**config.mk**
```make
export PLATFORM = sky130hd
export DESIGN_NAME = mrd_bfp_margin
export DESIGN_NICKNAME = d
export VERILOG_FILES = /design/src/rtl/mrd_pkg.sv /design/src/rtl/mrd_sign_margin.sv /design/src/rtl/mrd_bfp_margin.sv
export SDC_FILE = /design/constraint.sdc
export NUM_CORES = 1
export LEC_CHECK = 0
export ABC_AREA = 0
export BUFFER_PORTS_ARGS = -buffer_cell sky130_fd_sc_hd__buf_2
export CORE_AREA = 2 2 149 151
export CTS_CLUSTER_DIAMETER = 30
export DETAILED_ROUTE_END_ITERATION = 8
export DIE_AREA = 0 0 151 153
export GPL_TIMING_DRIVEN = 0
export PLACE_DENSITY = 0.66
export SLEW_MARGIN = 20
export SYNTH_ARGS = -nofsm -noshare
export SYNTH_HDL_FRONTEND = slang
export SYNTH_SLANG_ARGS = --single-unit
```
**constraint.sdc**
```tcl
create_clock -name clk -period 5.1 [get_ports clk]
set_clock_uncertainty 0.15 [all_clocks]
set_input_delay 0.51 -clock clk [delete_from_list [all_inputs] [get_ports clk]]
set_output_delay 0.51 -clock clk [all_outputs]
set_load 0.02 [all_outputs]
```
**src/rtl/mrd_pkg.sv**
```systemverilog
// Shared definitions for the block-floating-point margin monitor.
// Holds the default sample width, the largest reportable margin, the
// frame-tracking FSM state type and a small 2-bit minimum helper.
package mrd_pkg;

   localparam int unsigned DW_DEFAULT = 18;
   localparam logic [1:0]  MAX_MARGIN = 2'd3;

   typedef enum logic {
      IDLE,
      RUN
   } state_t;

   function automatic logic [1:0] min2(input logic [1:0] a, input logic [1:0] b);
      return (a < b) ? a : b;
   endfunction

endpackage

```
**src/rtl/mrd_sign_margin.sv**
```systemverilog
// Headroom of one signed sample: the number of bits directly below the
// sign bit that repeat it, looking at most three bits down.
// Ports:
//   x  in  DW signed  sample
//   m  out 2          margin, 0..3
module mrd_sign_margin
   import mrd_pkg::*;
#(
   parameter int unsigned DW = DW_DEFAULT
) (
   input  logic signed [DW-1:0] x,
   output logic        [1:0]    m
);

   // Only the top four bits decide the margin.
   logic unused_low;
   assign unused_low = ^x[DW-5:0];

   always_comb begin
      m = 2'd0;
      if (x[DW-2] == x[DW-1]) begin
         m = 2'd1;
         if (x[DW-3] == x[DW-1]) begin
            m = 2'd2;
            if (x[DW-4] == x[DW-1]) begin
               m = MAX_MARGIN;
            end
         end
      end
   end

endmodule

```
**src/rtl/mrd_bfp_margin.sv**
```systemverilog
// Frame margin monitor for a radix-5 butterfly output stream.
// Data passes through with one cycle of latency. For every frame, the
// smallest per-sample headroom over all beats is reported two cycles after
// the last beat, together with the block exponent seen on that beat.
// Ports:
//   clk, rst_n            clock, synchronous active-low reset
//   in_val, sop_in        beat valid, first beat of frame
//   din_real/din_imag     5 complex butterfly outputs
//   exp_in                running block exponent
//   frm_len               beats per frame, sampled at sop
//   out_val, dout_*       one-cycle delayed passthrough
//   margin_out, exp_out   frame result, held between pulses
//   margin_val            one-cycle result strobe
//   frm_err               one-cycle protocol error strobe
module mrd_bfp_margin
   import mrd_pkg::*;
#(
   parameter int unsigned DW = DW_DEFAULT,
   parameter int unsigned LW = 12
) (
   input  logic                 clk,
   input  logic                 rst_n,
   input  logic                 in_val,
   input  logic                 sop_in,
   input  logic signed [DW-1:0] din_real [0:4],
   input  logic signed [DW-1:0] din_imag [0:4],
   input  logic        [3:0]    exp_in,
   input  logic        [LW-1:0] frm_len,
   output logic                 out_val,
   output logic signed [DW-1:0] dout_real [0:4],
   output logic signed [DW-1:0] dout_imag [0:4],
   output logic        [1:0]    margin_out,
   output logic        [3:0]    exp_out,
   output logic                 margin_val,
   output logic                 frm_err
);

   logic [1:0] m_re [0:4];
   logic [1:0] m_im [0:4];
   logic [1:0] beat_m;

   state_t        state;
   logic [LW-1:0] cnt;
   logic [LW-1:0] cnt_inc;
   logic [LW-1:0] len_q;

   // Stage 1: beat margin plus frame-position flags of that beat.
   logic       s1_val;
   logic       s1_first;
   logic       s1_last;
   logic [1:0] s1_margin;
   logic [3:0] s1_exp;

   // Stage 2: running frame minimum.
   logic [1:0] frame_min;
   logic [1:0] frame_min_new;

   for (genvar g = 0; g < 5; g++) begin : g_margin
      mrd_sign_margin #(.DW(DW)) u_re (
         .x (din_real[g]),
         .m (m_re[g])
      );
      mrd_sign_margin #(.DW(DW)) u_im (
         .x (din_imag[g]),
         .m (m_im[g])
      );
   end

   always_comb begin
      beat_m = MAX_MARGIN;
      for (int i = 0; i < 5; i++) begin
         beat_m = min2(beat_m, m_re[i]);
         beat_m = min2(beat_m, m_im[i]);
      end
   end

   assign cnt_inc = cnt + LW'(1);

   // Passthrough.
   always_ff @(posedge clk) begin
      if (!rst_n) begin
         out_val <= 1'b0;
         for (int i = 0; i < 5; i++) begin
            dout_real[i] <= '0;
            dout_imag[i] <= '0;
         end
      end else begin
         out_val <= in_val;
         for (int i = 0; i < 5; i++) begin
            dout_real[i] <= din_real[i];
            dout_imag[i] <= din_imag[i];
         end
      end
   end

   // Frame FSM and stage 1. Any sop seen in RUN is premature, because the
   // last beat always drops the FSM back to IDLE.
   always_ff @(posedge clk) begin
      if (!rst_n) begin
         state     <= IDLE;
         cnt       <= '0;
         len_q     <= '0;
         frm_err   <= 1'b0;
         s1_val    <= 1'b0;
         s1_first  <= 1'b0;
         s1_last   <= 1'b0;
         s1_margin <= MAX_MARGIN;
         s1_exp    <= '0;
      end else begin
         frm_err   <= 1'b0;
         s1_val    <= 1'b0;
         s1_first  <= 1'b0;
         s1_last   <= 1'b0;
         s1_margin <= beat_m;
         s1_exp    <= exp_in;
         if (in_val) begin
            if (sop_in) begin
               if (frm_len == '0) begin
                  frm_err <= 1'b1;
                  state   <= IDLE;
               end else begin
                  frm_err  <= (state == RUN);
                  len_q    <= frm_len;
                  cnt      <= LW'(1);
                  s1_val   <= 1'b1;
                  s1_first <= 1'b1;
                  if (frm_len == LW'(1)) begin
                     s1_last <= 1'b1;
                     state   <= IDLE;
                  end else begin
                     state <= RUN;
                  end
               end
            end else if (state == RUN) begin
               cnt    <= cnt_inc;
               s1_val <= 1'b1;
               if (cnt_inc == len_q) begin
                  s1_last <= 1'b1;
                  state   <= IDLE;
               end
            end
         end
      end
   end

   // A first beat restarts the minimum, so a discarded partial frame never
   // leaks into the next result.
   assign frame_min_new = s1_first ? s1_margin : min2(frame_min, s1_margin);

   // Stage 2 and frame result.
   always_ff @(posedge clk) begin
      if (!rst_n) begin
         frame_min  <= MAX_MARGIN;
         margin_out <= MAX_MARGIN;
         exp_out    <= '0;
         margin_val <= 1'b0;
      end else begin
         margin_val <= 1'b0;
         if (s1_val) begin
            frame_min <= frame_min_new;
            if (s1_last) begin
               margin_out <= frame_min_new;
               exp_out    <= s1_exp;
               margin_val <= 1'b1;
            end
         end
      end
   end

endmodule

```
**Word-level counts from Yosys, hierarchy flattened**

Index checks and enable logic that the tools add are counted.

- Output and inout port bits: 189
- Bits of input ports: 200
- Logic and storage cells: 138
- Bits in registers: 225

- Bitwise gates (word level): 1
- Equal/unequal tests: 33
- Multiplexer cells: 60
- Reduce and logical (&&, ||, !) cells: 8
- Add/subtract/negate cells: 1
- Order comparisons: 11

Operator list:

| kind | count |
|---|---|
| $mux 2 | 32 |
| $mux 12 | 3 |
| $eq 1x1->1 | 30 |
| $mux 1 | 25 |
| $lt 2x2->1 | 10 |
| $add 12x1->12 const B | 1 |
| $eq 12x1->1 const B | 1 |
| $eq 12x12->1 | 1 |
| $logic_not 12->1 | 1 |
| $reduce_and 3->1 | 3 |
| $reduce_and 2->1 | 3 |
| $lt 2x2->1 const A | 1 |
| $ne 2x2->1 const B | 1 |
| $reduce_bool 2->1 | 1 |
| $not 1->1 | 1 |

**Longest topological paths before layout**

- Depth in word-level cells: 24
- Depth in mapped cells: 15
- Depth with buffers taken out: 15

**By module**

A second synthesis with hierarchy kept.

- Cell total of the unflattened synthesis: 754
- Area total of the unflattened synthesis: 7885.1 sq um

By module, submodules not included:

| module | area an instance (sq um) | instances | cells an instance | sequential area each (sq um) |
|---|---|---|---|---|
| mrd_bfp_margin | 7359.6 | 1 | 684 | 4504.3 |
| mrd_sign_margin | 52.6 | 10 | 7 | 0.0 |

**Least setup slack after synthesis**

Ideal clock, no wire load.

- Kind: input-to-reg
- Start point: input port din_imag[89] (netlist bit)
- End point: register s1_margin[0]
- Setup slack: 1743 ps
- Path buffers: 0
- Setup time: 79 ps
- Cell stages on the path: 15
- Arrival time: 3128 ps
- Cells stage by stage: or3_1 > and2_1 > inv_1 > ha_1 > ha_1 > ha_1 > ha_1 > ha_1 > ha_1 > ha_1 > ha_1 > ha_1 > o21ai_0 > o211ai_1 > o211ai_1

- Longest elaborated chain between the ends: 22
- Elaborated cells on any way between the ends: 24

RTL lines:

| item | line | source |
|---|---|---|
| from (decl) | mrd_bfp_margin.sv:26 | `input logic signed [DW-1:0] din_imag [0:4],` |
| $eq 1x1->1 | mrd_sign_margin.sv:25 | `if (x[DW-4] == x[DW-1]) begin` |
| $mux 1 | mrd_sign_margin.sv:25 |  |
| $mux 2 | mrd_sign_margin.sv:23 | `if (x[DW-3] == x[DW-1]) begin` |
| $mux 2 (*) | mrd_sign_margin.sv:21 | `if (x[DW-2] == x[DW-1]) begin` |
| $lt 2x2->1 | mrd_pkg.sv:15 | `return (a < b) ? a : b;` |
| $mux 2 (*) | mrd_pkg.sv:15 |  |
| $lt 2x2->1 | mrd_pkg.sv:15 |  |
| $mux 2 (*) | mrd_pkg.sv:15 |  |
| [6 not listed] | -- |  |
| $lt 2x2->1 | mrd_pkg.sv:15 |  |
| $mux 2 (*) | mrd_pkg.sv:15 |  |
| $lt 2x2->1 | mrd_pkg.sv:15 |  |
| $mux 2 (*) | mrd_pkg.sv:15 |  |
| $lt 2x2->1 | mrd_pkg.sv:15 |  |
| $mux 2 (*) | mrd_pkg.sv:15 |  |
| $lt 2x2->1 | mrd_pkg.sv:15 |  |
| $mux 2 (*) | mrd_pkg.sv:15 |  |
| to (signal assigned) | mrd_bfp_margin.sv:114 | `s1_margin <= beat_m;` |
| to (decl) | mrd_bfp_margin.sv:51 | `logic [1:0] s1_margin;` |

Mark *: on every way between the ends. The rest lies on a longest branch, timed or not.
A chain may end at the register's enable or synchronous reset.

**Worst setup path in the final report**

Same ends and word-level chain as after synthesis.

==> run_results.csv <==
group,metric,value,unit
yosys,async_reset_ff_frac,0,
detailed_routing,firstDrtPassIters,4,
detailed_routing,vias_per_cell,4.426,
sta,whs,0.03761,ns
finish,fill_cells,1931,
sta,finalWorstSetupSlack,1.876,ns
global_route,grt_max_degree,13,
global_route,grt_pass1_wl,32.80,mm
clock_tree,tritoncts,"built",
worst_setup_path,slowest_stage,"a31oi_1",
hold_path,hold_depth,2,
worst_setup_path,critPathCaptureType,"flop",
finish,regArea,4504,um^2
place,place_congestion,0.8503,
worst_setup_path,crit_buf_inv,2,
floorplanning,die_x,151,um
sta,relSlewSlack,0.5015,
clock_tree,clock-sinks,225,
finish,instances_no_fill,1513,
finish,drive_above_1_share,0.3969,
worst_setup_path,startpoint_type,"primary input",
finish,area_growth,51.98,%
finish,multiInputGateArea,3014,um^2
place,dp.cells,1424,
floorplanning,pin_count,389,
sta,period_needed,3.224,ns
job,drv_cap,0,
worst_setup_path,crit_start,"din_imag[89]",
yosys,yosysSeqAreaShare,0.5826,
yosys,synth-compound-area-share,0.06975,
yosys,synth_edf_count,0,
finish,num-nets-final,1414,
yosys,ys_warn_count,0,
yosys,synth_seq_cells,225,
clock_tree,cts_buffer_depth,3,
status,status,"finished, final reports clean",
worst_setup_path,arrival,3.45,ns
worst_setup_path,crit_family,"adder cells",
sta,fin_tns_setup,0,ns
sta,fmax,310.2,MHz
sta,worstMarginPinSlew,0.7478,ns
sta,rsz0062_at_grt,"false",
clock_tree,htree_levels,2,
worst_setup_path,crit_top_cell,"ha_1",
hold_path,hp-start,"din_real[83]",
yosys,synth_simple_gate_area_frac,0.2562,
detailed_routing,vias,6697,
global_route,grt_use_total,0.1783,
floorplanning,core.rowCount,54,
power_and_ir_drop,leakagePower,5.792,nW
yosys,synthCells,756,
worst_setup_path,rr_endpoint,"state",
floorplanning,start_util,0.3598,
worst_setup_path,rr_startpoint,"cnt[0]",
detailed_routing,ant_nets,0,
yosys,synth_top_family_by_area,"simple AND/OR/NAND/NOR gates",
detailed_routing,route.detailed.wl_per_inst,14.07,um
clock_tree,cts_buffers,47,
floorplanning,chipHeight,153,um
clock_tree,insertion_delay,0.52,ns
place,pre_cts_ws,1.282,ns
hold_path,hold_path.class,"primary input to flop",
clock_tree,root_buffer,"clkbuf_16",
worst_setup_path,max_stage_delay,0.24,ns
clock_tree,clk_pin_slew,0.05,ns
worst_setup_path,crit_type,"primary input to flop",
power_and_ir_drop,p_per_area,471.9,nW/um^2
global_route,antenna_found_initial,1,
yosys,syn_nets,977,
worst_setup_path,worstPathCellList,"buf_2 -> or3_1 -> and2_1 -> inv_1 -> ha_1 -> ha_1 -> ha_1 -> ha_1 -> ha_1 -> ha_1 -> ha_1 -> ha_1 -> a211oi_1 -> o21ai_0 -> a31oi_1 -> o211ai_1",
sta,fin_crit_sh,0.6321,
sta,drv_slew,0,
clock_tree,hold_buffers,0,
yosys,synth_cell_types,50,
global_route,grt-ovfl-total,0,
place,io_buffers,388,
worst_setup_path,cp_max_fo,5,
worst_setup_path,cp.required,5.33,ns
floorplanning,die_area,23100,um^2
clock_tree,cts_resized,0,
detailed_routing,remaining_drc_errors,0,
sta,hold_violations,0,
global_route,grt_pass1_vias,6601,
power_and_ir_drop,vdd_drop_max,0.0003338,V
floorplanning,core_area,21490,um^2
yosys,synthXorXnorAreaFrac,0.01246,
yosys,synthAdderAreaFrac,0.03399,
worst_setup_path,r2r_cells,8,
sta,setup_viol,0,
place,place_hpwl,16.08,mm
detailed_routing,wirelength,21.28,mm
yosys,synth_area,7731,um^2
clock_tree,cts_setup_buffers,0,
hold_path,holdPathEnd,"dout_real[83]",
yosys,syn_area_per_cell,10.23,um^2
yosys,synthMuxAreaShare,0.01748,
worst_setup_path,rrSetupSlack,2.48,ns
detailed_routing,drtIter0Drc,225,
yosys,synthFlopType,"dfxtp_1",
==> worst max-delay path by stage <==
stage | endpoint | cells after the start
2_1_floorplan | s1_margin[0] | 15
3_3_place_gp | s1_margin[0] | 16
3_5_place_dp | s1_margin[0] | 16
4_1_cts | s1_margin[0] | 16
5_1_grt | s1_margin[0] | 16
6_report | s1_margin[0] | 16
==> area by class of cell <==
| class | instances | area share |
|---|---|---|
| timing repair buffer | 388 | 0.1653 |
| clock inverter | 35 | 0.04121 |
| multi-input combinational | 477 | 0.2565 |
| antenna | 1 | 0.0002130 |
| clock buffer | 53 | 0.1055 |
| tap | 280 | 0.02982 |
| sequential | 225 | 0.3833 |
| buffer | 37 | 0.01267 |
| inverter | 17 | 0.005431 |
==> stage by stage <==
step           total power, mW  utilization  area, um^2
2_1_floorplan            2.137            -        7731
3_3_place_gp             2.329       0.4665       10020
3_5_place_dp             2.334       0.4665       10020
4_1_cts                  5.615       0.5468       11750
5_1_grt                  5.747       0.5469       11750
6_report                 5.545       0.5469       11750
==> cells by family (layout without fill, tap and decap cells) <==
logic type               Yosys count  after routing
AO/OA/AOI/OAI                     80             80
XOR/XNOR                          11             11
adder cells (fa/ha/maj)           21             21
buffers and inverters             54            530
flip-flops                       225            225
multiplexers                      13             13
other                              0              1
AND/OR/NAND/NOR                  352            352
==> cells in the final DEF (no fill, tap or decap), types with 9 or more instances in the layout <==
cell       Yosys  routed
o21ai_0       15      15
and2_1       194     194
inv_6          0      10
inv_1         17      17
nor3_1        11      11
nor2b_1       11      11
bufinv_16      0       9
clkbuf_1      31      34
buf_2          5     393
clkbuf_16      0      48
mux2i_1       12      12
a21oi_1       15      15
nand3_1       24      24
dfxtp_1      225     225
a31oi_1       10      10
nor2_1        46      46
nand2_1       33      33
or3_1          9       9
ha_1          21      21
==> per-layer routing <==
layer | track usage | wire (um) | vias up
li1 | - | - | 3385
met1 | 0.2049 | 8659 | 2972
met2 | 0.2968 | 9966 | 279
met3 | 0.06478 | 1949 | 61
met4 | 0.07699 | 706 | 0
met5 | 0 | 0 | -
==> registers in the layout, summed over array words and instances (netlist names), 2 cells and up <==
signal / count
cnt: 12
dout_imag: 90
dout_real: 90
exp_out: 4
frame_min: 2
len_q: 12
margin_out: 2
s1_exp: 4
s1_margin: 2
==> cell usage after synthesis, types with 2 or more instances <==
master    count  area share
inv_1        17      0.0083
o31a_1        2      0.0023
a211oi_1      6      0.0058
o21a_1        3      0.0029
xor2_1        7      0.0079
or3_1         9      0.0073
a21oi_1      15      0.0097
dfxtp_1     225        0.58
nor2_1       46       0.022
o21ai_0      15      0.0097
nor4_1        3      0.0024
nor3_1       11      0.0071
nand4_1       2      0.0016
o22ai_1       2      0.0016
clkbuf_1     31       0.015
a311oi_1      6      0.0068
a31oi_1      10      0.0081
nand2b_1      7      0.0057
mux2i_1      12       0.016
and3_1        3      0.0024
ha_1         21       0.034
xnor2_1       4      0.0045
o211ai_1      6      0.0058
buf_2         5      0.0032
nand3_1      24       0.016
and2_1      194        0.16
o311ai_0      2      0.0023
a22oi_1       2      0.0019
or2_2         3      0.0024
nand2_1      33       0.016
nor2b_1      11      0.0089
==> power by group <==
| part | switching [mW] | internal, mW | total [mW] |
|---|---|---|---|
| combinational | 0.244 | 0.182 | 0.426 |
| sequential | 0.0244 | 1.85 | 1.87 |
| clock | 1.01 | 2.23 | 3.25 |
| total | 1.28 | 4.26 | 5.54 |
(Power assumes the default switching activity.)
